## src/rtl/sop_tt_check_pkg.sv

```systemverilog
// Shared types and constants for the SOP truth-table checker.
// The checker drives all 8 {A,B,C} vectors into the gate and compares F against a reference mask.
package sop_tt_check_pkg;

   localparam int unsigned VEC_COUNT = 8;
   localparam int unsigned IDX_W     = 3;
   localparam int unsigned SETTLE_W  = 4;

   // Minterms 0,1,4 of F = B'(A'+C')
   localparam logic [VEC_COUNT-1:0] EXPECTED_DEFAULT = 8'h13;

   typedef enum logic [1:0] {
      IDLE,
      DRIVE,
      SAMPLE,
      DONE
   } state_e;

endpackage

```

## src/rtl/sop_tt_vec_sequencer.sv

```systemverilog
// Vector sequencer: owns the {A,B,C} index and the settle counter.
// It raises settled_o on the final DRIVE cycle of each vector.
module sop_tt_vec_sequencer
   import sop_tt_check_pkg::*;
#(
   parameter int unsigned SETTLE_CYCLES = 1
) (
   input  logic             clk_i,
   input  logic             rst_i,
   input  logic             clear_i,
   input  logic             drive_i,
   input  logic             sample_i,
   output logic [IDX_W-1:0] idx_o,
   output logic             settled_o,
   output logic             last_o
);

   localparam logic [SETTLE_W-1:0] SETTLE_LAST = SETTLE_W'(SETTLE_CYCLES - 1);
   localparam logic [IDX_W-1:0]    IDX_LAST    = IDX_W'(VEC_COUNT - 1);

   logic [IDX_W-1:0]    idx_q, idx_d;
   logic [SETTLE_W-1:0] cnt_q, cnt_d;

   // The index stops at the last vector so the gate inputs stay at 3'b111 after a sweep.
   always_comb begin
      idx_d = idx_q;
      cnt_d = cnt_q;
      if (clear_i) begin
         idx_d = '0;
         cnt_d = '0;
      end else if (drive_i) begin
         cnt_d = cnt_q + SETTLE_W'(1);
      end else if (sample_i) begin
         cnt_d = '0;
         if (idx_q != IDX_LAST) begin
            idx_d = idx_q + IDX_W'(1);
         end
      end
   end

   always_ff @(posedge clk_i or posedge rst_i) begin
      if (rst_i) begin
         idx_q <= '0;
         cnt_q <= '0;
      end else begin
         idx_q <= idx_d;
         cnt_q <= cnt_d;
      end
   end

   assign idx_o     = idx_q;
   assign settled_o = drive_i && (cnt_q == SETTLE_LAST);
   assign last_o    = (idx_q == IDX_LAST);

endmodule

```

## config.mk

```make
export PLATFORM = sky130hd
export DESIGN_NAME = sop_tt_vec_sequencer
export DESIGN_NICKNAME = d
export VERILOG_FILES = /design/src/rtl/sop_tt_check_pkg.sv /design/src/rtl/sop_tt_vec_sequencer.sv
export SDC_FILE = /design/constraint.sdc
export NUM_CORES = 1
export LEC_CHECK = 0
export CAP_MARGIN = 20
export CORE_AREA = 4 4 41 43
export CTS_CLUSTER_SIZE = 24
export DETAILED_ROUTE_END_ITERATION = 8
export DIE_AREA = 0 0 45 47
export PLACE_DENSITY = 0.5
export SKIP_LAST_GASP = 1
export SLEW_MARGIN = 20
export SYNTH_ARGS = -nofsm -noshare
export SYNTH_HDL_FRONTEND = slang
export SYNTH_SLANG_ARGS = --single-unit
```

## constraint.sdc

```tcl
create_clock -name clk_i -period 1.93 [get_ports clk_i]
set_input_delay 0.193 -clock clk_i [delete_from_list [all_inputs] [get_ports clk_i]]
set_output_delay 0.193 -clock clk_i [all_outputs]
set_load 0.005 [all_outputs]
```

==> impl_metrics.toml <==
[global_routing]
use_met2_pct = 12.99
grt_usage_pct = 9.091
use_met3_pct = 3.831
grt_pass1_wl_mm = 1.352
gr-total-overflow = 0
grt_pass1_vias = 309
top_usage_layer = "met2"
grt_max_degree = 11
met1_usage_pct = 11.45
antenna_found_initial = 0

[route]
routed_via_density = 4.758
drt-total-wl_um = 786
drcViolationCount = 0
firstDrtPassIters = 2
drtIter0Drc = 3
ant_nets = 0
wire_per_inst_um = 11.91
vias = 314

[timing]
hold_viol_final = 0
holdWs_ps = 178.3
rsz0062_at_grt = "false"
clock.fmax_mhz = 575.6
tns_ps = 0
layout_min_cycle_time_ps = 1737
post-route-period-util_pct = 90.01
tightest_slew_ps = 263.2
fin_ws_ps = 192.8
timing.slew.headroom_pct = 82.43
final_max_slew_viol_count = 0
skew_ps = 0.2006
setup_viol = 0

[synthesis]
synth_cells = 38
synth_area_leaders = "dfrtp_1 44%, ha_1 13%, nor2_1 5.7%"
yosysWarningCount = 0
netlist.area_leader.share_pct = 44.16
synth_cell_type_count = 16
synth_seq_cells = 7
synth_compound_area_share_pct = 8.517
synth_top_family_by_area = "simple AND/OR/NAND/NOR gates"
syn-num-nets = 47
seq_area_frac_synth_pct = 44.16
syn_area_um2 = 396.6
synthAdderAreaFrac_pct = 12.62
synthXorXnorAreaFrac_pct = 4.416
muxShareOfSynthArea_pct = 5.047
synth_area_per_cell_um2 = 10.44
synth_top_area_cell = "dfrtp_1"
synthSimpleGateAreaFrac_pct = 21.14

[worst_setup_path]
cp-startpoint = "idx_o[0]$_DFFE_PP0P_"
rr_endpoint = "idx_o[1]$_DFFE_PP0P_"
r2r_start = "idx_o[0]$_DFFE_PP0P_"
cpMostUsedCell = "ha_1"
endpoint = "last_o"
r2r_setup_slack_ps = 420
slowest_stage = "clkdlybuf4s50_1"
worstPathMaxFanout = 3
worst_r2r_path_depth = 5
cp-start-kind = "flop"
cp.required_ps = 1740
critPathCaptureType = "output port"
cpPeakStageDelay_ps = 460
path_cells = "ha_1 -> ha_1 -> clkdlybuf4s50_1"
worstSetupPathType = "reg -> out"
crit_arrival_ps = 1540

[finish]
syn_to_final_growth_pct = 36.91
final_nets = 61
nFillCells = 147
n_antenna_cell = 0
utilization_pct = 41.73
drive_above_1_share_pct = 11.76
finalInstanceArea_um2 = 543.0

[status]
outcome = "finished, final reports clean"

[pwr]
peakVddDrop_mv = 0.2947
p_leak_uw = 0.0002580
power.density_nw_per_um2 = 619.8

[placed_design]
placement.cell_area_um2 = 508.0
io_buffers = 9
gp_congestion = 0.6732
pre_cts_slack_ps = 277.2
dp_hpwl_um = 612.6

[clocking]
ctsHoldBuffers = 0
clock_latency_ps = 240
path_clk_slew_ps = 50
cts_tree = "done"
cts_buffers = 3
cts_root_buf = "clkbuf_4"
clockBufferDepth = 2
h-tree-depth = 1
post_cts_buffers = 0
cts_sinks = 7

[floorplan]
chipWidth_um = 45
pin_count = 10
rows = 13
die-height_um = 47
initial_core_util_pct = 30.48
dieArea_um2 = 2115
core-area_um2 = 1301

[hold_path]
min_path_type = "in -> async"

[run]
cap_violations = 0
placed cells by master (no fill, tap or decap), drive strengths merged:
master         n
dfrtp          7
nor3           1
clkdlybuf4s50  8
nor2           6
a41oi          1
buf            1
xnor2          1
inv            3
dlymetal6s2s   1
xor2           1
mux2i          2
a21oi          4
nor4bb         1
nand3          1
clkbuf         4
nor3b          4
ha             4
o21ai          1
synth_stat cells:
| library cell | number |
|---|---|
| mux2i_1 | 2 |
| nor3b_4 | 1 |
| nor3_1 | 1 |
| nor2_1 | 6 |
| o21ai_0 | 1 |
| buf_2 | 1 |
| ha_1 | 4 |
| dfrtp_1 | 7 |
| xnor2_1 | 1 |
| a41oi_1 | 1 |
| a21oi_1 | 4 |
| inv_1 | 3 |
| nand3_1 | 1 |
| xor2_1 | 1 |
| nor4bb_1 | 1 |
| nor3b_1 | 3 |
worst min-delay path by stage:
stage          start                   end  cells past startpoint
3_3_place_gp   rst_i  idx_o[1]$_DFFE_PP0P_                      2
5_1_grt        rst_i  idx_o[0]$_DFFE_PP0P_                      2
3_5_place_dp   rst_i  cnt_q[3]$_DFFE_PP0P_                      2
2_1_floorplan  rst_i  cnt_q[0]$_DFFE_PP0P_                      1
6_report       rst_i  idx_o[0]$_DFFE_PP0P_                      2
4_1_cts        rst_i  idx_o[1]$_DFFE_PP0P_                      2
metal layers:
layer,vias to the layer above,share of wire [%]
met4,0,0
met3,0,6.6
met2,6,48
met1,149,45
li1,159,-
met5,-,0
cell type report:
| cell class | count | area [um2] | share of cell area [%] |
|---|---|---|---|
| multi-input cells | 27 | 211.5 | 38.94 |
| flip-flops and latches | 7 | 175.2 | 32.26 |
| repair buffers | 10 | 100.1 | 18.43 |
| clock buffers | 4 | 26.28 | 4.839 |
| well taps | 15 | 18.77 | 3.456 |
| inverters | 3 | 11.26 | 2.074 |
stage by stage:
step / total power [uW] / instances
2_1_floorplan: 183.2 / 38
3_3_place_gp: 208.3 / 62
3_5_place_dp: 210.6 / 62
4_1_cts: 344.6 / 66
5_1_grt: 361.2 / 66
6_report: 336.6 / 66
repair_timing:
item,4_1_cts,5_1_grt
endpoints found under the setup margin,0,1
resized for setup,0,2
hold endpoints to repair,0,0
critical path, delay by kind of cell, from the launching register on:
family	cells	cell delay, ps
DFF	1	410
buffers and inverters	1	460
adders and majority gates	2	440
flip-flops by register name, indices dropped and copies added (netlist names):
register,flops
cnt_q,4
idx_o,3
cells by family after synthesis:
kind of cell,Yosys count
AOI/OAI and AO/OA,6
xor gates and xnor gates,2
adders and majority gates,4
buffers and inverters,4
DFF,7
muxes,2
and+or+nand+nor,13
where the power goes:
| group | total, uW | switching (uW) | internal (uW) |
|---|---|---|---|
| combinational | 50.3 | 21.6 | 28.7 |
| sequential | 158 | 5.77 | 152 |
| clock | 128 | 49.7 | 78.6 |
| total | 337 | 77.2 | 259 |
Power figures use the tool's default switching activity.
